**config.mk**
```make
export PLATFORM = sky130hd
export DESIGN_NAME = scale_coord_gen_flat
export DESIGN_NICKNAME = d
export VERILOG_FILES = /design/src/rtl/scale_coord_if.sv /design/src/rtl/scale_coord_gen.sv /design/src/flat_wrapper.sv
export SDC_FILE = /design/constraint.sdc
export NUM_CORES = 1
export LEC_CHECK = 0
export BUFFER_PORTS_ARGS = -buffer_cell sky130_fd_sc_hd__buf_2
export CORE_ASPECT_RATIO = 0.75
export CORE_UTILIZATION = 56
export CTS_BUF_LIST = sky130_fd_sc_hd__clkbuf_16
export CTS_CLUSTER_DIAMETER = 40
export DETAILED_ROUTE_END_ITERATION = 12
export PLACE_DENSITY_LB_ADDON = 0.05
export SLEW_MARGIN = 0
export SYNTH_ARGS = -nofsm -noshare
export SYNTH_HDL_FRONTEND = slang
export SYNTH_SLANG_ARGS = --single-unit
export TNS_END_PERCENT = 1
```
**constraint.sdc**
```tcl
create_clock -name clk -period 3.6 [get_ports clk]
set_input_delay 0.72 -clock clk [delete_from_list [all_inputs] [get_ports clk]]
set_output_delay 0.72 -clock clk [all_outputs]
set_load 0.01 [all_outputs]
```
**src/rtl/scale_coord_if.sv**
```systemverilog
// Coordinate stream from scale_coord_gen to the line-buffer read / interpolation stage.
interface scale_coord_if #(
    parameter int unsigned INPUT_RES_WIDTH = 11,
    parameter int unsigned FRAC_BITS       = 6
);
    logic                       coordValid;
    logic                       coordReady;
    logic [INPUT_RES_WIDTH-1:0] srcX;
    logic [INPUT_RES_WIDTH-1:0] srcY;
    logic [FRAC_BITS-1:0]       fracX;
    logic [FRAC_BITS-1:0]       fracY;
    logic                       lineStart;
    logic                       lineEnd;
    logic                       frameDone;

    modport master (
        output coordValid, srcX, srcY, fracX, fracY, lineStart, lineEnd, frameDone,
        input  coordReady
    );

    modport slave (
        input  coordValid, srcX, srcY, fracX, fracY, lineStart, lineEnd, frameDone,
        output coordReady
    );
endinterface

```
**src/rtl/scale_coord_gen.sv**
```systemverilog
// Raster-order source-coordinate generator for the scaler: integer address + 6-bit phase per output pixel.
// Optional clamping of coordinates to the crop end is enabled by defining SCALE_COORD_CLAMP_EN.
module scale_coord_gen #(
    parameter int unsigned INPUT_RES_WIDTH  = 11,
    parameter int unsigned OUTPUT_RES_WIDTH = 11,
    parameter int unsigned SCALE_BITS       = 8,
    parameter int unsigned FRAC_BITS        = 6
) (
    input  logic                        clk,
    input  logic                        rst,
    input  logic                        inEn,
    input  logic                        iVsyn,
    input  logic [SCALE_BITS-1:0]       kX,
    input  logic [SCALE_BITS-1:0]       kY,
    input  logic [INPUT_RES_WIDTH-1:0]  xBgn,
    input  logic [INPUT_RES_WIDTH-1:0]  xEnd,
    input  logic [INPUT_RES_WIDTH-1:0]  yBgn,
    input  logic [INPUT_RES_WIDTH-1:0]  yEnd,
    input  logic [OUTPUT_RES_WIDTH-1:0] outXRes,
    input  logic [OUTPUT_RES_WIDTH-1:0] outYRes,
    scale_coord_if.master               coord
);
    localparam int unsigned ACC_W = INPUT_RES_WIDTH + FRAC_BITS;

    typedef enum logic [2:0] {IDLE, WAIT_VS, LOAD, RUN, DONE} state_t;

    typedef struct packed {
        logic [SCALE_BITS-1:0]       k_x;
        logic [SCALE_BITS-1:0]       k_y;
        logic [INPUT_RES_WIDTH-1:0]  x_bgn;
        logic [INPUT_RES_WIDTH-1:0]  x_end;
        logic [INPUT_RES_WIDTH-1:0]  y_bgn;
        logic [INPUT_RES_WIDTH-1:0]  y_end;
        logic [OUTPUT_RES_WIDTH-1:0] out_x_res;
        logic [OUTPUT_RES_WIDTH-1:0] out_y_res;
    } cfg_t;

    state_t                      state, state_nxt;
    cfg_t                        cfg, cfg_nxt;
    logic                        vsyn_d;
    logic                        vs_rise;
    logic                        hs;
    logic [ACC_W-1:0]            acc_x, acc_y, acc_x_nxt, acc_y_nxt;
    logic [ACC_W-1:0]            coord_x, coord_y;
    logic [OUTPUT_RES_WIDTH-1:0] cnt_x, cnt_y, cnt_x_nxt, cnt_y_nxt;
    logic                        valid_nxt, line_start_nxt, line_end_nxt, frame_done_nxt;
    logic [INPUT_RES_WIDTH-1:0]  src_x_nxt, src_y_nxt;
    logic [FRAC_BITS-1:0]        frac_x_nxt, frac_y_nxt;

    assign vs_rise = iVsyn & ~vsyn_d;
    assign hs      = coord.coordValid & coord.coordReady;

    // Next-state, datapath and registered-output values
    always_comb begin
        state_nxt = state;
        cfg_nxt   = cfg;
        acc_x_nxt = acc_x;
        acc_y_nxt = acc_y;
        cnt_x_nxt = cnt_x;
        cnt_y_nxt = cnt_y;

        case (state)
            IDLE:    if (inEn) state_nxt = WAIT_VS;
            WAIT_VS: if (vs_rise) state_nxt = LOAD;
            LOAD: begin
                cfg_nxt.k_x       = kX;
                cfg_nxt.k_y       = kY;
                cfg_nxt.x_bgn     = xBgn;
                cfg_nxt.x_end     = xEnd;
                cfg_nxt.y_bgn     = yBgn;
                cfg_nxt.y_end     = yEnd;
                cfg_nxt.out_x_res = outXRes;
                cfg_nxt.out_y_res = outYRes;
                acc_x_nxt         = {xBgn, {FRAC_BITS{1'b0}}};
                acc_y_nxt         = {yBgn, {FRAC_BITS{1'b0}}};
                cnt_x_nxt         = '0;
                cnt_y_nxt         = '0;
                state_nxt         = RUN;
            end
            RUN: begin
                if (vs_rise) begin
                    state_nxt = LOAD;
                end else if (hs) begin
                    if (cnt_x < cfg.out_x_res) begin
                        cnt_x_nxt = cnt_x + OUTPUT_RES_WIDTH'(1);
                        acc_x_nxt = acc_x + ACC_W'(cfg.k_x);
                    end else begin
                        cnt_x_nxt = '0;
                        acc_x_nxt = {cfg.x_bgn, {FRAC_BITS{1'b0}}};
                        acc_y_nxt = acc_y + ACC_W'(cfg.k_y);
                        cnt_y_nxt = cnt_y + OUTPUT_RES_WIDTH'(1);
                        if (cnt_y == cfg.out_y_res) state_nxt = DONE;
                    end
                end
            end
            DONE:    state_nxt = WAIT_VS;
            default: state_nxt = IDLE;
        endcase

        if (!inEn) state_nxt = IDLE;

        coord_x = acc_x_nxt;
        coord_y = acc_y_nxt;
`ifdef SCALE_COORD_CLAMP_EN
        // Past the crop end, sit on the last source pixel with zero phase
        if (acc_x_nxt[ACC_W-1:FRAC_BITS] > cfg_nxt.x_end) coord_x = {cfg_nxt.x_end, {FRAC_BITS{1'b0}}};
        if (acc_y_nxt[ACC_W-1:FRAC_BITS] > cfg_nxt.y_end) coord_y = {cfg_nxt.y_end, {FRAC_BITS{1'b0}}};
`endif

        valid_nxt      = (state_nxt == RUN);
        frame_done_nxt = (state_nxt == DONE);
        src_x_nxt      = '0;
        src_y_nxt      = '0;
        frac_x_nxt     = '0;
        frac_y_nxt     = '0;
        line_start_nxt = 1'b0;
        line_end_nxt   = 1'b0;
        if (valid_nxt) begin
            src_x_nxt      = coord_x[ACC_W-1:FRAC_BITS];
            frac_x_nxt     = coord_x[FRAC_BITS-1:0];
            src_y_nxt      = coord_y[ACC_W-1:FRAC_BITS];
            frac_y_nxt     = coord_y[FRAC_BITS-1:0];
            line_start_nxt = (cnt_x_nxt == '0);
            line_end_nxt   = (cnt_x_nxt == cfg_nxt.out_x_res);
        end
    end

    // FSM state and vsync edge history
    always_ff @(posedge clk) begin
        if (rst) begin
            state  <= IDLE;
            vsyn_d <= 1'b0;
        end else begin
            state  <= state_nxt;
            vsyn_d <= iVsyn;
        end
    end

    // Shadow config, accumulators, counters and output registers
    always_ff @(posedge clk) begin
        if (rst) begin
            cfg              <= '0;
            acc_x            <= '0;
            acc_y            <= '0;
            cnt_x            <= '0;
            cnt_y            <= '0;
            coord.coordValid <= 1'b0;
            coord.srcX       <= '0;
            coord.srcY       <= '0;
            coord.fracX      <= '0;
            coord.fracY      <= '0;
            coord.lineStart  <= 1'b0;
            coord.lineEnd    <= 1'b0;
            coord.frameDone  <= 1'b0;
        end else begin
            cfg              <= cfg_nxt;
            acc_x            <= acc_x_nxt;
            acc_y            <= acc_y_nxt;
            cnt_x            <= cnt_x_nxt;
            cnt_y            <= cnt_y_nxt;
            coord.coordValid <= valid_nxt;
            coord.srcX       <= src_x_nxt;
            coord.srcY       <= src_y_nxt;
            coord.fracX      <= frac_x_nxt;
            coord.fracY      <= frac_y_nxt;
            coord.lineStart  <= line_start_nxt;
            coord.lineEnd    <= line_end_nxt;
            coord.frameDone  <= frame_done_nxt;
        end
    end
endmodule

```
**src/flat_wrapper.sv**
```systemverilog
// flat-port wrapper written by rule: the top's interface ports become plain ports
module scale_coord_gen_flat 
#(
    parameter int unsigned INPUT_RES_WIDTH  = 11,
    parameter int unsigned OUTPUT_RES_WIDTH = 11,
    parameter int unsigned SCALE_BITS       = 8,
    parameter int unsigned FRAC_BITS        = 6
)
  (clk, rst, inEn, iVsyn, kX, kY, xBgn, xEnd, yBgn, yEnd, outXRes, outYRes, coord_coordValid, coord_srcX, coord_srcY, coord_fracX, coord_fracY, coord_lineStart, coord_lineEnd, coord_frameDone, coord_coordReady);
  scale_coord_if #(.INPUT_RES_WIDTH(INPUT_RES_WIDTH), .FRAC_BITS(FRAC_BITS)) coord_i ();
  input  logic clk;
  input  logic rst;
  input  logic inEn;
  input  logic iVsyn;
  input  logic [SCALE_BITS-1:0] kX;
  input  logic [SCALE_BITS-1:0] kY;
  input  logic [INPUT_RES_WIDTH-1:0] xBgn;
  input  logic [INPUT_RES_WIDTH-1:0] xEnd;
  input  logic [INPUT_RES_WIDTH-1:0] yBgn;
  input  logic [INPUT_RES_WIDTH-1:0] yEnd;
  input  logic [OUTPUT_RES_WIDTH-1:0] outXRes;
  input  logic [OUTPUT_RES_WIDTH-1:0] outYRes;
  output wire logic [$bits(coord_i.coordValid)-1:0] coord_coordValid;
  output wire logic [$bits(coord_i.srcX)-1:0] coord_srcX;
  output wire logic [$bits(coord_i.srcY)-1:0] coord_srcY;
  output wire logic [$bits(coord_i.fracX)-1:0] coord_fracX;
  output wire logic [$bits(coord_i.fracY)-1:0] coord_fracY;
  output wire logic [$bits(coord_i.lineStart)-1:0] coord_lineStart;
  output wire logic [$bits(coord_i.lineEnd)-1:0] coord_lineEnd;
  output wire logic [$bits(coord_i.frameDone)-1:0] coord_frameDone;
  input wire logic [$bits(coord_i.coordReady)-1:0] coord_coordReady;
  assign coord_coordValid = coord_i.coordValid;
  assign coord_srcX = coord_i.srcX;
  assign coord_srcY = coord_i.srcY;
  assign coord_fracX = coord_i.fracX;
  assign coord_fracY = coord_i.fracY;
  assign coord_lineStart = coord_i.lineStart;
  assign coord_lineEnd = coord_i.lineEnd;
  assign coord_frameDone = coord_i.frameDone;
  assign coord_i.coordReady = coord_coordReady;
  scale_coord_gen #(.INPUT_RES_WIDTH(INPUT_RES_WIDTH), .OUTPUT_RES_WIDTH(OUTPUT_RES_WIDTH), .SCALE_BITS(SCALE_BITS), .FRAC_BITS(FRAC_BITS)) u_core (.clk(clk), .rst(rst), .inEn(inEn), .iVsyn(iVsyn), .kX(kX), .kY(kY), .xBgn(xBgn), .xEnd(xEnd), .yBgn(yBgn), .yEnd(yEnd), .outXRes(outXRes), .outYRes(outYRes), .coord(coord_i));
endmodule
```
After elaboration in Yosys (flattened, before gate mapping)
Index checks and enable logic that the tools add are counted.
{ "word_totals": {"regBits": 147, "inputBits": 87} }
{ "classes": {"add_sub_neg": 4, "n_lt_le_gt_ge": 1, "n_eq_ne": 11, "n_mux": 24, "bitwise": 4, "n_reduce_logical": 6} }
{ "ops": {"columns": ["operator", "count"], "rows": [
  ["17-bit two-way mux", 6],
  ["17-bit case mux with 2 select lines", 2],
  ["11-bit two-way mux", 6],
  ["11-bit case mux with 2 select lines", 2],
  ["17-bit by 8-bit adder with 17-bit output", 2],
  ["11-bit by 1-bit adder with 11-bit output, second input constant", 2],
  ["11-bit == test", 2],
  ["22-bit two-way mux", 1],
  ["3-bit two-way mux", 6],
  ["3-bit case mux with 4 select lines", 1],
  ["11-bit logical NOT", 1],
  ["11-bit less-than comparator", 1],
  ["3-bit by 2-bit == test with 1-bit output, second input constant", 3],
  ["3-bit == test, second input constant", 2],
  ["2-bit inequality test, second input constant", 2],
  ["4-bit AND reduction", 1],
  ["2-bit OR reduction", 2],
  ["3-bit by 1-bit == test with 1-bit output, second input constant", 1],
  ["3-bit logical NOT", 1],
  ["1-bit bitwise AND", 2],
  ["2-bit by 1-bit inequality test with 1-bit output, second input constant", 1],
  ["1-bit inverter", 2],
  ["2-bit nonzero test", 1]
]} }

Logic depth before layout (Yosys ltp)
{ "depth": {"ltp_word": 10, "depth_mapped": 13, "mapped_depth_nobuf": 12} }

Worst setup path after synthesis
Ideal clock, no wire load.
{ "synth_path": {"kind": "reg2reg", "from": "register u_core.cfg[13] in the netlist's numbering", "to": "register u_core.coord.lineStart", "t_arrival_ps": 2742, "slack_ps": 771, "stages_incl_launch_ff": 12, "n_path_buf": 0, "synth_period_minus_slack_ps": 2829, "cell_sequence": "dfxtp_1 inv_1 ha_1 nand2_1 o21ai_4 a41oi_4 a211oi_4 nor3_1 o21a_1 or4b_1 or4_1 nor4_2"} }
{ "synth_between": {"elab_chain_len": 9, "word_cells_on_any_way": 14, "classes_between": "order compare (1); eq/ne (1); mux (9); bitwise (1); reduce/logical (2)"} }
{ "synth_rtl": {"columns": ["item", "line", "source"], "rows": [
  ["from (decl)", "scale_coord_gen.sv:39", "cfg_t cfg, cfg_nxt;"],
  ["from (signal assigned)", "scale_coord_gen.sv:156", "cfg <= cfg_nxt;"],
  ["11-bit less-than comparator *", "scale_coord_gen.sv:84", "if (cnt_x < cfg.out_x_res) begin"],
  ["3-bit two-way mux", "scale_coord_gen.sv:84", null],
  ["3-bit two-way mux", "scale_coord_gen.sv:83", "end else if (hs) begin"],
  ["3-bit two-way mux", "scale_coord_gen.sv:81", "if (vs_rise) begin"],
  ["3-bit case mux with 4 select lines", "scale_coord_gen.sv:62", "case (state)"],
  ["3-bit two-way mux", "scale_coord_gen.sv:100", "if (!inEn) state_nxt = IDLE;"],
  ["3-bit by 2-bit == test with 1-bit output", "scale_coord_gen.sv:110", "valid_nxt = (state_nxt == RUN);"],
  ["1-bit inverter (no source line)", null, null],
  ["2-bit OR reduction (no source line)", null, null],
  ["to (signal assigned)", "scale_coord_gen.sv:166", "coord.lineStart <= line_start_nxt;"],
  ["to (decl)", "scale_coord_if.sv:17", "output coordValid, srcX, srcY, fracX, fracY, lineStart, lineEnd, frameDone,"]
]} }
Mark *: on every way between the ends. The rest lies on a longest branch, timed or not.
A chain may end at the register's enable or synchronous reset.

Worst setup path after layout
{ "layout_path": {"from": "register u_core.cnt_x[5]", "to": "register u_core.coord.lineEnd"} }
{ "layout_between": {"elab_chain_len": 9, "word_cells_on_any_way": 15, "classes_between": "add/sub (1); order compare (1); eq/ne (2); mux (9); bitwise (1); reduce/logical (1)"} }
{ "layout_rtl": {"columns": ["item", "line", "source"], "rows": [
  ["from (decl)", "scale_coord_gen.sv:45", "logic [OUTPUT_RES_WIDTH-1:0] cnt_x, cnt_y, cnt_x_nxt, cnt_y_nxt;"],
  ["from (signal assigned)", "scale_coord_gen.sv:159", "cnt_x <= cnt_x_nxt;"],
  ["11-bit less-than comparator", "scale_coord_gen.sv:84", null],
  ["3-bit two-way mux", "scale_coord_gen.sv:84", null],
  ["3-bit two-way mux", "scale_coord_gen.sv:83", null],
  ["3-bit two-way mux", "scale_coord_gen.sv:81", null],
  ["3-bit case mux with 4 select lines", "scale_coord_gen.sv:62", null],
  ["3-bit two-way mux", "scale_coord_gen.sv:100", null],
  ["3-bit by 2-bit == test with 1-bit output", "scale_coord_gen.sv:110", null],
  ["1-bit inverter (no source line)", null, null],
  ["2-bit OR reduction (no source line)", null, null],
  ["to (signal assigned)", "scale_coord_gen.sv:167", "coord.lineEnd <= line_end_nxt;"],
  ["to (decl)", "scale_coord_if.sv:17", null]
]} }
Parallel ways exist; a longest one is shown, timed or not.

==> results_dict.tcl <==
set metrics [dict create \
    synth_xor_area_share_pct 3.74 \
    die_height_um 101 \
    drive_gt1_share_pct 16.9 \
    design.die.area_um2 13400 \
    synth-edff-count 0 \
    grt_pass1_vias 6325 \
    synthSimpleGateAreaFrac_pct 24.4 \
    syn_avg_cell_area_um2 8.14 \
    routed_wl_um 19600 \
    finClkSkew_ns 0.0102 \
    syn_nets 1009 \
    crit_required_ns 3.96 \
    core_um2 12400 \
    routed_via_density 5.87 \
    crit_chain "ha_1 -> and3_1 -> a211oi_2 -> a21o_1 -> a211oi_1 -> a211oi_1 -> o311ai_1 -> nor4b_1 -> and4_1" \
    crit_cells 9 \
    grt.total_usage_pct 29.8 \
    startpoint_type "flip-flop" \
    rows 35 \
    drt_iter0_drc 513 \
    status "completed" \
    drv_slew 0 \
    r2r_cells 9 \
    syn_inst 892 \
    vias 6849 \
    fmax_mhz 297 \
    ys_seq_area_share_pct 40.6 \
    path_max_fanout 11 \
    clkTransAtPathRegs_ns 0.06 \
    hold_violations 0 \
    hold_class "flip-flop to flip-flop" \
    end_kind "flip-flop" \
    fin_crit_sh_pct 93.6 \
    clock_latency_ns 0.41 \
    clk_path_buf_depth 2 \
    regArea_um2 2940 \
    tightest_slew_ns 1.13 \
    synth_seq_cells 147 \
    layout.nets 1108 \
    cpPeakStageDelay_ns 0.57 \
    synth_cell_type_count 74 \
    cts-hold-fix-buffers 0 \
    final_core_util_pct 68.9 \
    p_per_area_nw_per_um2 417 \
    worst-path-buf-inv 0 \
    crit_slowest_cell "a211oi_2" \
    clock-sinks 147 \
    cts_setup_buffers 0 \
    wire_per_inst_um 16.8 \
    synth_warnings 0 \
    area_delta_synth_final_pct 18.1 \
    ios 125 \
    multiInputGateArea_um2 4050 \
    n_fill_cell 1018 \
    post_dp_cell_area_um2 8000 \
    synthAdderAreaFrac_pct 5.38 \
    async_flop_share_pct 0 \
    crit_arrival_ns 3.73 \
    portBuffers 102 \
    max-cap-violations 0 \
    setup_viol 0 \
    cp_top_family "compound AO/OA/AOI/OAI gates" \
    drc 0 \
    cts_tree "done" \
    initial_utilization_pct 58.4 \
    grt_overflow 0 \
    first_pass_iters 6 \
    die_w_um 133 \
    crit_top_cell "a211oi_1" \
    ir_worst_vdd_mv 0.370 \
    power.total_w 0.00358 \
    post_cts_resized 0 \
    hpwl_um 13700 \
    gp_congestion 0.889 \
    final_cell_area_um2 8570 \
    diodes 0 \
    cts_root_buf "clkbuf_16" \
    final_antenna_net_count 0 \
    synth_compound_area_share_pct 21.1 \
    synth_top_family_by_area "simple AND/OR/NAND/NOR gates" \
    holdPathStages 2 \
    leakagePower_nw 3.53 \
    period_needed_ns 3.37 \
    grt_max_degree 102 \
    synth.cell_area_um2 7260 \
    synth-main-ff-cell "dfxtp_1" \
    setup_tns_ns 0 \
    grt_first_pass_wirelength_um 31400 \
    synth.area.mux_share_pct 0.966 \
    htreeDepth 4 \
    antenna_found_initial 0 \
    cts_made_buffers 17 \
    critical_path_class "flip-flop to flip-flop" \
    maxSlewHeadroom_pct 25.0 \
    rsz0062_at_grt "false" \
]
## cell usage in the layout (no fill, tap or decap), drive strengths merged, types with 14 or more instances in the layout
cell      n
xor2     17
inv      28
nor2b    20
xnor2    14
nor2    124
nand2   116
a21oi    91
buf     126
and3     18
nor3     17
clkbuf   17
a211oi   16
dfxtp   147
o21ai    27
ha       28
nand3    14
## synthesized netlist by cell type (all sizes together) (3+ instances only)
cell type    n  area, µm²
nand3       14       70.1
a221o        3       30.0
o31ai        3       22.5
nand2b       8       50.1
nor2       124        465
o21a         9       67.6
mux2i        7       70.1
buf         10       41.3
o221ai       4       35.0
xnor2       14        123
nand2      116        435
clkbuf      36        135
a222oi       4       40.0
xor2        17        149
nor2b       20        133
a211oi      16        143
o22a         3       26.3
a22oi       12       90.1
a21o         7       52.6
o22ai       12       75.1
a31oi        7       43.8
ha          28        350
dfxtp      147       2940
nor3        17       85.1
and3        18        113
a311oi       7       61.3
nand4       10       62.6
and2         9       56.3
and4         5       43.8
and3b        3       26.3
o311ai       3       26.3
or3          6       37.5
o21ai       27        146
inv         26       97.6
nor4        11       75.1
a21oi       91        463
## final timing paths
| kind | startpoint | to | slack [ns] |
|---|---|---|---|
| setup / recovery | u_core.cnt_x[5] | u_core.coord.lineEnd | 0.23 |
| hold / removal | u_core.cfg[65] | u_core.cfg[65] | 0.46 |
| setup reg to reg | u_core.cnt_x[5] | u_core.coord.lineEnd | 0.23 |
| hold reg to reg | u_core.cfg[65] | u_core.cfg[65] | 0.46 |
## logic make-up (layout without fill, tap and decap cells)
kind of cell	Yosys count	in the layout
multiplexers	7	7
flip-flops	147	147
adder cells (fa/ha/maj)	30	30
XOR/XNOR	31	31
buffers and inverters	73	182
AND/OR/NAND/NOR	375	375
AO/OA/AOI/OAI	229	229
## sequential cells by signal, indices dropped and copies added, names as in the netlist
register	cells
u_core.acc_x	17
u_core.acc_y	17
u_core.cfg	49
u_core.cnt_x	11
u_core.cnt_y	11
u_core.coord.coordValid	1
u_core.coord.fracX	6
u_core.coord.fracY	6
u_core.coord.frameDone	1
u_core.coord.lineEnd	1
u_core.coord.lineStart	1
u_core.coord.srcX	11
u_core.coord.srcY	11
u_core.state	3
u_core.vsyn_d	1
## power breakdown
part,switching [W],internal [W],total (W)
Sequential,0.0000126,0.00164,0.00165
Clock,0.000662,0.00107,0.00173
Combinational,0.000117,0.0000753,0.000192
Total,0.000792,0.00278,0.00358
## metal layers
layer  up-vias  global-route usage (%)  part of all wire [%]
li1       3358                       -                     -
met3        30                    6.44                   8.4
met5         -                       0                     0
met2       295                    46.1                    44
met1      3166                    41.1                    46
met4         0                    10.6                   1.5
## through the flow
stage,hold slack (ns),cells,setup slack (ns)
floorplan,0.433,892,0.771
global placement,0.440,1138,0.370
detailed placement,0.451,1138,0.266
CTS,0.458,1167,0.232
global route,0.474,1167,0.0869
finish,0.456,1167,0.232
## layout make-up
class / instances / share of cell area (%)
flip-flops and latches: 147 / 34.3
clock inverters: 12 / 1.66
well taps: 166 / 2.42
repair buffers: 126 / 8.21
inverters: 27 / 1.18
multi-input cells: 672 / 47.2
clock buffers: 17 / 4.96
## worst reg2reg max path, delay by kind of cell (launching register included)
family	cells	cell delay [ns]
flip-flops	1	0.49
AND/OR/NAND/NOR	3	0.79
adder cells (fa/ha/maj)	1	0.29
AO/OA/AOI/OAI	5	1.73
(Power assumes the default switching activity.)
